<file path="config.mk">
export PLATFORM = sky130hd
export DESIGN_NAME = sequential_divider
export DESIGN_NICKNAME = d
export VERILOG_FILES = /design/src/rtl/divider_pkg.sv /design/src/rtl/sequential_divider_div_step.sv /design/src/rtl/sequential_divider.sv
export SDC_FILE = /design/constraint.sdc
export NUM_CORES = 1
export LEC_CHECK = 0
export BUFFER_PORTS_ARGS = -buffer_cell sky130_fd_sc_hd__buf_2
export CAP_MARGIN = 20
export CORE_MARGIN = 2
export CORE_UTILIZATION = 55
export DETAILED_ROUTE_END_ITERATION = 8
export HOLD_SLACK_MARGIN = 0.03
export PLACE_DENSITY_LB_ADDON = 0.2
export SLEW_MARGIN = 20
export SYNTH_ARGS = -nofsm -noshare
export SYNTH_HDL_FRONTEND = slang
export SYNTH_SLANG_ARGS = --single-unit
export TNS_END_PERCENT = 100
</file>
<file path="constraint.sdc">
create_clock -name clk -period 3 [get_ports clk]
set_input_delay 0.3 -clock clk [delete_from_list [all_inputs] [get_ports clk]]
set_output_delay 0.3 -clock clk [all_outputs]
set_load 0.05 [all_outputs]
</file>
<file path="src/rtl/divider_pkg.sv">
// Shared definitions for the sequential divider: FSM state encoding and default width.
package divider_pkg;

   localparam int unsigned DEFAULT_WIDTH = 4;

   typedef enum logic [1:0] {
      IDLE = 2'd0,
      RUN  = 2'd1,
      DONE = 2'd2
   } state_t;

endpackage

</file>
<file path="src/rtl/sequential_divider_div_step.sv">
// One restoring-division iteration: shift in a dividend bit, compare, conditionally subtract.
import divider_pkg::*;

module div_step #(
   parameter int unsigned WIDTH = DEFAULT_WIDTH
) (
   input  logic [WIDTH-1:0] rem_in,
   input  logic             bit_in,
   input  logic [WIDTH-1:0] divisor,
   output logic [WIDTH-1:0] rem_out,
   output logic             q_bit
);

   logic [WIDTH:0] shifted;
   logic [WIDTH:0] diff;

   // The restored remainder is always < divisor, so WIDTH bits suffice between steps.
   always_comb begin
      shifted = {rem_in, bit_in};
      diff    = shifted - {1'b0, divisor};
      q_bit   = (shifted >= {1'b0, divisor});
      rem_out = q_bit ? diff[WIDTH-1:0] : shifted[WIDTH-1:0];
   end

endmodule

</file>
<file path="src/rtl/sequential_divider.sv">
// Multi-cycle unsigned restoring divider (2*WIDTH-bit dividend / WIDTH-bit divisor).
// Optional divide-by-zero fast path and divByZero flag under macro DIV_BY_ZERO_DETECT_EN.
import divider_pkg::*;

module sequential_divider #(
   parameter int unsigned WIDTH = DEFAULT_WIDTH
) (
   input  logic               clk,
   input  logic               rst,
   input  logic               start,
   input  logic [2*WIDTH-1:0] dividend,
   input  logic [WIDTH-1:0]   divisor,
   output logic [2*WIDTH-1:0] quotient,
   output logic [WIDTH-1:0]   remainder,
   output logic               busy,
   output logic               quotientDone
`ifdef DIV_BY_ZERO_DETECT_EN
   ,
   output logic               divByZero
`endif
);

   localparam int unsigned CW = $clog2(2 * WIDTH);
   localparam logic [CW-1:0] LAST = CW'(2 * WIDTH - 1);

   state_t             state, next_state;
   logic [2*WIDTH-1:0] dvd_q;
   logic [WIDTH-1:0]   dvs_q;
   logic [WIDTH-1:0]   rem_q;
   logic [2*WIDTH-1:0] quo_q;
   logic [CW-1:0]      count;
   logic               accept;
   logic               last_step;
   logic               zero_skip;
   logic [WIDTH-1:0]   step_rem;
   logic               step_q;

   div_step #(.WIDTH(WIDTH)) u_step (
      .rem_in  (rem_q),
      .bit_in  (dvd_q[2*WIDTH-1]),
      .divisor (dvs_q),
      .rem_out (step_rem),
      .q_bit   (step_q)
   );

   always_ff @(posedge clk or negedge rst) begin
      if (!rst) state <= IDLE;
      else      state <= next_state;
   end

   always_comb begin
      next_state = state;
      accept     = 1'b0;
      last_step  = 1'b0;
      zero_skip  = 1'b0;
      unique case (state)
         IDLE, DONE: begin
            if (start) begin
               accept     = 1'b1;
               next_state = RUN;
            end
         end
         RUN: begin
            last_step = (count == LAST);
`ifdef DIV_BY_ZERO_DETECT_EN
            zero_skip = (dvs_q == '0);
`endif
            if (last_step || zero_skip) next_state = DONE;
         end
         default: next_state = IDLE;
      endcase
      busy         = (state == RUN);
      quotientDone = (state == DONE);
   end

   always_ff @(posedge clk or negedge rst) begin
      if (!rst) begin
         dvd_q <= '0;
         dvs_q <= '0;
         rem_q <= '0;
         quo_q <= '0;
         count <= '0;
`ifdef DIV_BY_ZERO_DETECT_EN
         divByZero <= 1'b0;
`endif
      end else if (accept) begin
         dvd_q <= dividend;
         dvs_q <= divisor;
         rem_q <= '0;
         quo_q <= '0;
         count <= '0;
`ifdef DIV_BY_ZERO_DETECT_EN
         divByZero <= 1'b0;
`endif
      end else if (state == RUN) begin
         // Zero divisor: same values the full iteration would produce, in one cycle.
         if (zero_skip) begin
            quo_q <= '1;
            rem_q <= dvd_q[WIDTH-1:0];
            count <= '0;
`ifdef DIV_BY_ZERO_DETECT_EN
            divByZero <= 1'b1;
`endif
         end else begin
            dvd_q <= dvd_q << 1;
            rem_q <= step_rem;
            quo_q <= {quo_q[2*WIDTH-2:0], step_q};
            count <= last_step ? '0 : count + 1'b1;
         end
      end
   end

   assign quotient  = quo_q;
   assign remainder = rem_q;

endmodule

</file>
* Word level (Yosys, flattened, before mapping) *
Cells that the tools add are included.

cells by class
  $add $sub $neg = 2
  $lt $le $gt $ge = 1
  equal/unequal tests = 5
  multiplexer cells = 16
  reductions and logical operators = 4

operators with widths
  kind                 number
  $mux 8               4
  $mux 4               3
  $mux 3               3
  $ge 5x4->1           1
  $mux 2               2
  $pmux 2 s2           1
  $sub 4x4->4          1
  $add 3x1->3 const B  1
  $eq 3x3->1 const B   1
  $mux 1               3
  $eq 2x1->1 const B   1
  $eq 2x2->1 const B   1
  $logic_not 2->1      1
  $ne 2x1->1 const B   1
  $ne 2x2->1 const B   1
  $reduce_and 2->1     1
  $reduce_bool 2->1    1
  $reduce_or 2->1      1

storage, ports and cells
  flip-flop bits (word level) = 29
  word-level logic and storage cells = 34

* Logic depth before layout (Yosys ltp) *
Gate-level depths: netlist (run 1).

  word-level depth = 5
  gate-level depth with buffers = 7
  gate-level depth less buffers = 7

* Modules after synthesis *
From an unflattened synthesis (run 1), not the netlist that was laid out.

second synthesis, totals
  cell total of the unflattened synthesis = 138
  area total of the unflattened synthesis = 1687.9 sq um

by module, submodules not included
  module              times used  cells each  area an instance (sq um)  seq. area each (sq um)
  sequential_divider  1           110         1463.9                    725.7
  div_step            1           28          224.0                     0.0

* Worst setup path before layout (run 1) *
Ideal clock, no wire load.

  path type = register to register
  start point = register rem_q[1] (netlist: remainder[1])
  end point = register rem_q[0] (netlist: remainder[0])
  data arrival time = 1850 ps
  slack = 1029 ps
  stages on the path, launching flop included = 7
  path buffers = 0
  cells stage by stage = dfrtp_1 > ha_1 > or2_1 > a211oi_2 > a21oi_2 > mux2i_1 > a22o_1

between the ends
  word-level cells in the longest chain between the ends = 4

ends and longest elaborated chain
  element                 RTL line                           RTL
  from (decl)             sequential_divider.sv:29           logic [WIDTH-1:0] rem_q;
  from (signal assigned)  sequential_divider.sv:99           rem_q <= dvd_q[WIDTH-1:0];
  from (signal assigned)  sequential_divider.sv:106          rem_q <= step_rem;
  $ge 5x4->1              sequential_divider_div_step.sv:21  q_bit = (shifted >= {1'b0, divisor});
  $mux 4                  sequential_divider_div_step.sv:22  rem_out = q_bit ? diff[WIDTH-1:0] : shifted[WIDTH-1:0];
  $mux 4                  sequential_divider.sv:95           end else if (state == RUN) begin
  $mux 4                  sequential_divider.sv:86           end else if (accept) begin

No other way between the ends. The select of a mux whose other input is x is not followed.
A chain may end at the register's enable or synchronous reset.

* Worst setup path after layout (run 1) *
  start point = register state[1]
  end point = output busy

between the ends
  word-level cells in the longest chain between the ends = 1

ends and longest elaborated chain
  element                 RTL line                  RTL
  from (decl)             sequential_divider.sv:26  state_t state, next_state;
  from (signal assigned)  sequential_divider.sv:48  else state <= next_state;
  $eq 2x1->1              sequential_divider.sv:72  busy = (state == RUN);
  to (decl)               sequential_divider.sv:15  output logic busy,

No other way between the ends.

==> impl_metrics.py, run 1 <==
metrics = {
    "clock_network": {
        "cts_tree": "yes",
        "clk_pin_slew_ns": 0.10,
        "insertion_delay_ns": 0.33,
        "htreeDepth": 2,
        "clockBufferDepth": 2,
        "cts_sinks": 29,
        "clockRootBuffer": "clkbuf_4",
        "cts_buffers": 5,
        "post-cts-setup-buffers": 0,
    },
    "cells_and_area": {
        "regArea_sq_um": 725.7,
        "fin_area_sq_um": 1549,
        "nFillCells": 186,
        "multiInputGateArea_sq_um": 530.5,
        "layout-drive-gt1-share": 0.2781,
        "area_growth_pct": 17.91,
        "final_nets": 172,
        "antenna-diode-count": 0,
    },
    "grt": {
        "grt_pass1_vias": 981,
        "grt_max_degree": 30,
        "antenna_found_initial": 0,
        "grt_usage": 0.2235,
        "overflow": 0,
        "grt_pass1_wl_mm": 4.278,
    },
    "placement": {
        "port_buffers": 28,
        "gp_congestion": 0.7177,
        "dp_hpwl_mm": 1.753,
        "place_area_sq_um": 1488,
    },
    "critical_path": {
        "crit_required_ns": 2.70,
        "cp-start-kind": "flip-flop",
        "regToRegEndpoint": "remainder[0]$_DFFE_PN0P_",
        "cp_slowest_stage_delay_ns": 0.38,
        "crit_buf_inv": 3,
        "worstPathCellList": "nand2b_1 > inv_1 > buf_4 > buf_2",
        "r2r_setup_slack_ns": 1.16,
        "crit_slowest_cell": "dfrtp_1",
        "crit_family": "buffers and inverters",
        "crit_path_end_kind": "primary output",
        "path_class": "reg2out",
        "critPathMaxFanout": 22,
        "path_depth": 4,
        "timing.rr.start": "remainder[1]$_DFFE_PN0P_",
        "crit_arrival_ns": 1.57,
        "reg2reg_depth": 6,
    },
    "floorplanning": {
        "die_h_um": 52.88,
        "coreArea_sq_um": 2233,
        "rows": 17,
        "die_w_um": 52.88,
        "dieArea_sq_um": 2796,
        "start_util": 0.5882,
        "io_pins": 29,
    },
    "timing": {
        "setup_viol": 0,
        "rsz0062_at_grt": "no",
        "final.period_utilization": 0.6232,
        "period_needed_ns": 1.869,
        "fin_skew_ns": 0.01168,
        "tns_ns": 0,
        "hold_viol_final": 0,
        "slew_headroom": 0.5227,
        "worstMarginPinSlew_ns": 0.7134,
        "timing.fmax_mhz": 534.9,
        "drv_slew": 0,
    },
    "yosys": {
        "syn_nets": 138,
        "ys_seq_area_frac": 0.5524,
        "syn_area_sq_um": 1314,
        "synthCells": 116,
        "yosysUniqueCellTypes": 28,
        "avgSynthCellArea_sq_um": 11.33,
        "synth_seq_cells": 29,
        "yosysWarnings": 0,
    },
    "run": {
        "drv_cap": 0,
    },
    "hold_path": {
        "min_path_type": "in2reg",
        "whs_path_depth": 3,
        "hold_path_end": "dvd_q[1]$_DFFE_PN0P_",
        "min-delay-start": "dividend[1]",
    },
    "route": {
        "avgViaCountPerCell": 5.453,
        "vias": 976,
        "wl_mm": 2.505,
        "drt_first_iter_violations": 18,
        "wire_per_inst_um": 13.99,
        "drtAntennaViolNets": 0,
        "drc": 0,
        "drt_first_pass_iters": 4,
    },
    "run_status": {
        "status": "complete, no violations",
    },
}
## how the worst max path moves through the flow
stage	from	to	slack, ns
floorplan	remainder[1]$_DFFE_PN0P_	remainder[0]$_DFFE_PN0P_	1.03
global placement	start	quotient[0]$_DFFE_PN0P_	1.15
detailed placement	start	count[0]$_DFFE_PN0P_	1.14
CTS	state[1]$_DFFE_PN0P_	busy	1.13
global route	state[0]$_DFFE_PN0P_	count[0]$_DFFE_PN0P_	1.04
finish	state[1]$_DFFE_PN0P_	busy	1.13
## stage by stage
stage	hold WS (ns)	worst slack (ns)	util	instances
floorplan	0.004409	1.029	-	116
global placement	0.3498	1.154	0.6661	170
detailed placement	0.3633	1.137	0.6661	170
CTS	0.1736	1.135	0.6936	179
global route	0.1669	1.042	0.6936	179
finish	0.1784	1.131	0.6936	179
## worst register-to-register path, cell delays in order (launching register included)
cell	delay [ns]
dfrtp_1	0.42
ha_1	0.36
or2_1	0.24
a211oi_2	0.26
a21oi_2	0.12
mux2i_1	0.15
a22o_1	0.19
## final cells by class
type                    count  share of cell area
multi-input cells          73              0.3425
inverters                   9             0.02181
clock inverters             2            0.006462
repair buffers             32              0.1115
well taps                  28             0.02262
clock buffers               6             0.02666
flip-flops and latches     29              0.4685
## sequential cells by signal, summed over array words and instances, names as in the netlist
signal,cells
count,3
dvd_q,8
dvs_q,4
quotient,8
remainder,4
state,2
## placed cells by master (no fill, tap or decap), drive strengths merged
cell type | synthesis | final
buf | 4 | 31
dfrtp | 29 | 29
nand2 | 19 | 19
a22o | 12 | 12
inv | 9 | 9
o21ai | 7 | 7
a22oi | 6 | 6
ha | 6 | 6
clkbuf | 1 | 6
mux2i | 4 | 4
a32o | 2 | 2
clkinv | 0 | 2
nor2 | 2 | 2
a21oi | 2 | 2
nand2b | 1 | 1
nor2b | 1 | 1
nor3 | 1 | 1
a221o | 1 | 1
xor2 | 1 | 1
nor4 | 1 | 1
or2 | 1 | 1
a211oi | 1 | 1
mux2 | 1 | 1
xnor2 | 1 | 1
o31ai | 1 | 1
o22ai | 1 | 1
fa | 1 | 1
dlygate4sd3 | 0 | 1
## Yosys cell counts
cell type,count,share of area
o31ai_1,1,0.0057
a22oi_1,6,0.034
a32o_1,2,0.015
a21oi_2,1,0.0067
clkbuf_1,1,0.0029
mux2i_1,4,0.030
a221o_1,1,0.0076
a21oi_1,1,0.0038
inv_1,9,0.026
nor2_1,1,0.0029
ha_1,6,0.057
mux2_2,1,0.0086
o22ai_1,1,0.0048
a22o_1,12,0.080
nor2b_1,1,0.0048
nand2b_1,1,0.0048
buf_2,4,0.015
fa_1,1,0.015
a211oi_2,1,0.0095
or2_1,1,0.0048
nor3_1,1,0.0038
xor2_1,1,0.0067
o21ai_0,7,0.027
nor4_1,1,0.0048
dfrtp_1,29,0.55
xnor2_1,1,0.0067
nand2_1,19,0.054
nor2_2,1,0.0048
## metal layers
metal,routed length [um],track usage
met3,96,0.05932
met5,0,0
met1,1171,0.2925
met4,44,0.1197
met2,1192,0.3396
## cell families (layout without fill, tap and decap cells)
logic type	Yosys count	count (layout)	synth area share
AO/OA/AOI/OAI	33	33	0.1943
flip-flops	29	29	0.5524
AND/OR/NAND/NOR	26	26	0.08477
buffers and inverters	14	49	0.04381
adder cells (fa/ha/maj)	7	7	0.07238
multiplexers	5	5	0.03905
XOR/XNOR	2	2	0.01334
## what timing repair did
item                      in CTS  in global routing
hold endpoints to repair      29                  0
hold buffers                   1                  0
gates resized for setup        0                  0
Power of run 1 is not shown: default switching activity piles up to over one toggle a cycle in this logic, so the estimate is an artifact.
==> run 2: changes to the inputs <==
- ABC_AREA: not set -> 1
- CORE_UTILIZATION: 55 -> 48
- clock period: 3 -> 1.71 ns (I/O delays scaled with it)
==> run 2 against run 1 <==
Compared with the run above: core utilization shrank 10 points; hold slack lost 0.12 ns; critical path depth grew 4; critical path type is now reg2reg; clock skew shrank 0.0040 ns; register-to-register slack lost 0.96 ns; global-route usage shrank 4.3 points; clock-buffer cell count grew 2; cell count grew 25%; via count grew 15%; synthesized cell count grew 35%.
==> impl_metrics.py, run 2 <==
metrics = {
    "timing": {
        "rsz0062_at_grt": "no",
        "period_needed_ns": 1.512,
        "final.period_utilization": 0.8843,
        "drv_slew": 0,
        "fin_skew_ns": 0.007718,
        "hold_viol_final": 0,
        "tns_ns": 0,
        "worstMarginPinSlew_ns": 0.6283,
        "timing.fmax_mhz": 661.3,
        "setup_viol": 0,
        "slew_headroom": 0.5811,
    },
    "grt": {
        "antenna_found_initial": 0,
        "grt_pass1_wl_mm": 4.602,
        "top_usage_layer": "met2",
        "grt_pass1_vias": 1112,
        "globalRouteMet1Util": 0.2187,
        "grt_max_degree": 30,
        "grt_usage": 0.1806,
        "grt.met3_usage": 0.06813,
        "overflow": 0,
        "grt_use_met2": 0.2937,
    },
    "route": {
        "wl_mm": 2.646,
        "drc": 0,
        "avgViaCountPerCell": 5.031,
        "drt_first_pass_iters": 4,
        "vias": 1127,
        "drt_first_iter_violations": 20,
        "drtAntennaViolNets": 0,
        "wire_per_inst_um": 11.81,
    },
    "yosys": {
        "synth_seq_cells": 29,
        "synth_ff_type": "dfrtp_1",
        "synth.top_cell.area_share": 0.5083,
        "syn_area_sq_um": 1428,
        "yosysUniqueCellTypes": 23,
        "yosys-top-cells-count": "nand2_1, dfrtp_1, inv_1, nand3_1",
        "avgSynthCellArea_sq_um": 9.093,
        "synthCells": 157,
        "yosysWarnings": 0,
        "synth.most_common_cell": "nand2_1",
        "syn_nets": 179,
        "synth-edff-count": 0,
        "ys_seq_area_frac": 0.5083,
        "yosysTopAreaCell": "dfrtp_1",
        "ys_top_cells_by_area": "dfrtp_1, nand2_1, inv_1",
        "synthArstFlopShare": 1.000,
    },
    "critical_path": {
        "r2r_setup_slack_ns": 0.20,
        "crit_arrival_ns": 1.78,
        "cp-start-kind": "flip-flop",
        "critPathMaxFanout": 5,
        "crit_path_end_kind": "flip-flop",
        "crit_buf_inv": 0,
        "path_common_cell": "nand2_1",
        "path_depth": 8,
        "reg2reg_depth": 8,
        "critPathCapture": "remainder[1]$_DFFE_PN0P_",
        "cp_slowest_stage_delay_ns": 0.41,
        "path_class": "reg2reg",
        "crit_start": "remainder[1]$_DFFE_PN0P_",
        "regToRegEndpoint": "remainder[1]$_DFFE_PN0P_",
        "crit_required_ns": 1.98,
        "crit_family": "simple AND/OR/NAND/NOR gates",
        "worstPathCellList": "ha_1 > a21oi_2 > nand2_1 > nand2_2 > nand2_2 > nand2_1 > nand3_1 > nand2_1",
        "timing.rr.start": "remainder[1]$_DFFE_PN0P_",
        "crit_slowest_cell": "dfrtp_1",
    },
    "cells_and_area": {
        "final_cells": 224,
        "nFillCells": 266,
        "final_util": 0.5897,
        "final_nets": 214,
        "antenna-diode-count": 0,
        "layout_commonest_cell": "nand2_1",
        "final_cell_mix": "nand2_1, inv_1, dfrtp_1",
        "area_growth_pct": 14.90,
        "layout-drive-gt1-share": 0.2435,
        "fin_area_sq_um": 1640,
    },
    "placement": {
        "dp_cells": 215,
        "gp_congestion": 0.8012,
        "place_area_sq_um": 1579,
        "dp_hpwl_mm": 1.977,
        "port_buffers": 28,
    },
    "run_status": {
        "status": "complete, no violations",
    },
    "clock_network": {
        "clk_pin_slew_ns": 0.09,
        "insertion_delay_ns": 0.32,
        "clockRootBuffer": "clkbuf_4",
        "htreeDepth": 2,
        "post-cts-setup-buffers": 0,
        "cts_buffers": 5,
        "cts_tree": "yes",
        "cts_sinks": 29,
        "clockBufferDepth": 2,
    },
    "hold_path": {
        "min_path_type": "in2reg",
    },
    "run": {
        "drv_cap": 0,
    },
    "floorplanning": {
        "start_util": 0.5133,
        "io_pins": 29,
        "rows": 19,
        "coreArea_sq_um": 2781,
        "die_h_um": 58.54,
        "dieArea_sq_um": 3426,
        "die_w_um": 58.54,
    },
}
run 2: changes by cell type in the layout (fill, tap and decap cells not counted), sizes merged, moves of 4 or more:
cell / delta
mux2i: -4
inv: +24
nand2: +26
o221ai: +7
a22oi: -6
nand3: +11
o22ai: +5
a22o: -12
run 2: through the flow:
stage / worst slack [ns] / hold WS, ns
floorplan: 0.01958 / -0.1246
global placement: 0.2460 / 0.2258
detailed placement: 0.1815 / 0.2263
CTS: 0.1586 / 0.05221
global route: 0.04434 / 0.05276
finish: 0.1979 / 0.05536
run 2: cell type report:
| type | count | area [sq um] | share of cell area |
|---|---|---|---|
| clock buffers | 8 | 48.80 | 0.02975 |
| repair buffers | 31 | 165.2 | 0.1007 |
| inverters | 33 | 126.4 | 0.07704 |
| flip-flops and latches | 29 | 725.7 | 0.4424 |
| well taps | 31 | 38.79 | 0.02365 |
| multi-input cells | 92 | 535.5 | 0.3265 |
run 2: per-layer routing:
| layer | share of wire | wire length, um |
|---|---|---|
| met1 | 0.45 | 1195 |
| met2 | 0.49 | 1287 |
| met3 | 0.056 | 149 |
| met4 | 0.0049 | 13 |
| met5 | 0 | 0 |
run 2: worst min path at each step:
stage / startpoint / endpoint / depth (start not counted)
3_3_place_gp: rst / quotient[4]$_DFFE_PN0P_ / 1
6_report: divisor[1] / dvs_q[1]$_DFFE_PN0P_ / 3
3_5_place_dp: rst / quotient[3]$_DFFE_PN0P_ / 1
5_1_grt: dividend[3] / dvd_q[3]$_DFFE_PN0P_ / 3
2_1_floorplan: rst / count[0]$_DFFE_PN0P_ / 0
4_1_cts: dividend[1] / dvd_q[1]$_DFFE_PN0P_ / 3
run 2: cell families after synthesis:
logic type | Yosys count | share of synthesized area
flops | 29 | 0.5083
simple gates | 60 | 0.1814
xor+xnor | 1 | 0.006136
fa+ha+maj | 7 | 0.06661
buf+inv | 36 | 0.1183
compound gates | 24 | 0.1192
run 2: tightest hold or removal path: stages:
cell and delay, ns:
buf_2 0.07, nand2_1 0.04, o21ai_0 0.06
run 2: timing repair:
action                                  4_1_cts  5_1_grt
hold buffers                                  1        0
hold endpoints to repair                     29        0
gates resized for setup                       0        1
endpoints found under the setup margin        0        1
Power of run 2 is left out for the same reason.
==> run 3: changes to the inputs <==
- BUFFER_PORTS_ARGS: -buffer_cell sky130_fd_sc_hd__buf_2 -> -buffer_cell sky130_fd_sc_hd__buf_4
- SKIP_CTS_REPAIR_TIMING: not set -> 1
==> run 3 against run 2 <==
Compared with the run above: worst setup slack got worse by 0.030 ns; global-route usage increased by 1.4 points; clock skew increased by 0.00059 ns; die area unchanged; register-to-register slack got worse by 0.03 ns; cell count unchanged; final area increased by 5.7%; critical endpoint is now remainder[2]$_DFFE_PN0P_.
==> impl_metrics.py, run 3 (synthesis results as in run 2) <==
metrics = {
    "critical_path": {
        "crit_arrival_ns": 1.82,
        "reg2reg_depth": 10,
        "cp-start-kind": "flip-flop",
        "critPathMaxFanout": 5,
        "path_class": "reg2reg",
        "crit_path_end_kind": "flip-flop",
        "crit_required_ns": 1.98,
    },
    "route": {
        "drt_first_iter_violations": 27,
        "drt_first_pass_iters": 5,
        "vias": 1170,
        "avgViaCountPerCell": 5.223,
        "drc": 0,
        "wire_per_inst_um": 12.73,
        "drtAntennaViolNets": 0,
        "wl_mm": 2.852,
    },
    "grt": {
        "grt_pass1_vias": 1188,
        "antenna_found_initial": 0,
        "grt_pass1_wl_mm": 4.919,
        "grt_usage": 0.1948,
        "grt_max_degree": 30,
        "overflow": 0,
    },
    "timing": {
        "drv_slew": 0,
        "rsz0062_at_grt": "no",
        "worstMarginPinSlew_ns": 0.3669,
        "setup_viol": 0,
        "hold_viol_final": 0,
        "slew_headroom": 0.7554,
        "fin_skew_ns": 0.008308,
        "hold_ws_ns": 0.04712,
        "tns_ns": 0,
        "final.period_utilization": 0.9017,
        "timing.fmax_mhz": 648.6,
        "period_needed_ns": 1.542,
    },
    "clock_network": {
        "cts_sinks": 29,
        "clockBufferDepth": 2,
        "htreeDepth": 2,
        "cts_tree": "yes",
        "clk_pin_slew_ns": 0.09,
        "cts_buffers": 5,
        "insertion_delay_ns": 0.33,
        "clockRootBuffer": "clkbuf_4",
    },
    "floorplanning": {
        "dieArea_sq_um": 3426,
        "coreArea_sq_um": 2781,
        "start_util": 0.5133,
        "die_w_um": 58.54,
        "rows": 19,
        "io_pins": 29,
        "die_h_um": 58.54,
    },
    "cells_and_area": {
        "regArea_sq_um": 725.7,
        "final_nets": 215,
        "layout-drive-gt1-share": 0.2539,
        "final_util": 0.6235,
        "antenna-diode-count": 0,
        "multiInputGateArea_sq_um": 545.5,
        "nFillCells": 259,
        "area_growth_pct": 21.47,
        "final_cell_mix": "nand2_1, buf_4, inv_1, dfrtp_1, nand3_1",
        "layout_commonest_cell": "nand2_1",
    },
    "hold_path": {
        "min_path_type": "in2reg",
        "whs_path_depth": 3,
    },
    "placement": {
        "dp_hpwl_mm": 2.083,
        "port_buffers": 28,
        "gp_congestion": 0.8064,
    },
    "run_status": {
        "status": "complete, no violations",
    },
    "run": {
        "drv_cap": 0,
    },
}
==> run 3: layout make-up <==
type,instances,area share
tap,31,0.02237
timing repair buffer,32,0.1400
multi-input combinational,92,0.3146
clock buffer,7,0.03175
inverter,33,0.07287
sequential,29,0.4185
==> run 3: worst paths after layout <==
kind,from,endpoint,slack [ns]
max in group asynchronous,rst,state[1]$_DFFE_PN0P_,1.14
worst min register to register,count[2]$_DFFE_PN0P_,count[2]$_DFFE_PN0P_,0.49
worst max-delay path,remainder[0]$_DFFE_PN0P_,remainder[2]$_DFFE_PN0P_,0.17
min in group asynchronous,rst,remainder[0]$_DFFE_PN0P_,0.29
worst min-delay path,divisor[0],dvs_q[0]$_DFFE_PN0P_,0.05
worst max register to register,remainder[0]$_DFFE_PN0P_,remainder[2]$_DFFE_PN0P_,0.17
==> run 3: critical path: stages, from the launching register on <==
cell	delay, ns
dfrtp_1	0.43
ha_1	0.33
nand2_1	0.07
inv_1	0.04
nand2_1	0.05
nand2_1	0.04
nand2_1	0.15
nand2_2	0.12
nand2_1	0.11
nand3_1	0.09
nand2_1	0.07
==> run 3: per-stage QoR <==
step	setup WS (ns)	cells	instance area, sq um
after CTS	0.09857	222	1704
after global placement	0.2447	215	1649
final	0.1682	224	1734
after detailed placement	0.1434	215	1649
after global routing	0.05043	224	1734
after floorplan	0.01958	157	1428
==> run 3: routing by layer <==
metal  GRT usage  wire length, um  share of wire  vias to the layer above
li1            -                -              -                      574
met3     0.05055              130          0.046                       10
met4     0.09302               64          0.022                        0
met5           0                0              0                        -
met1      0.2176             1267           0.44                      548
met2      0.3435             1390           0.49                       38
Power of run 3 is left out for the same reason.
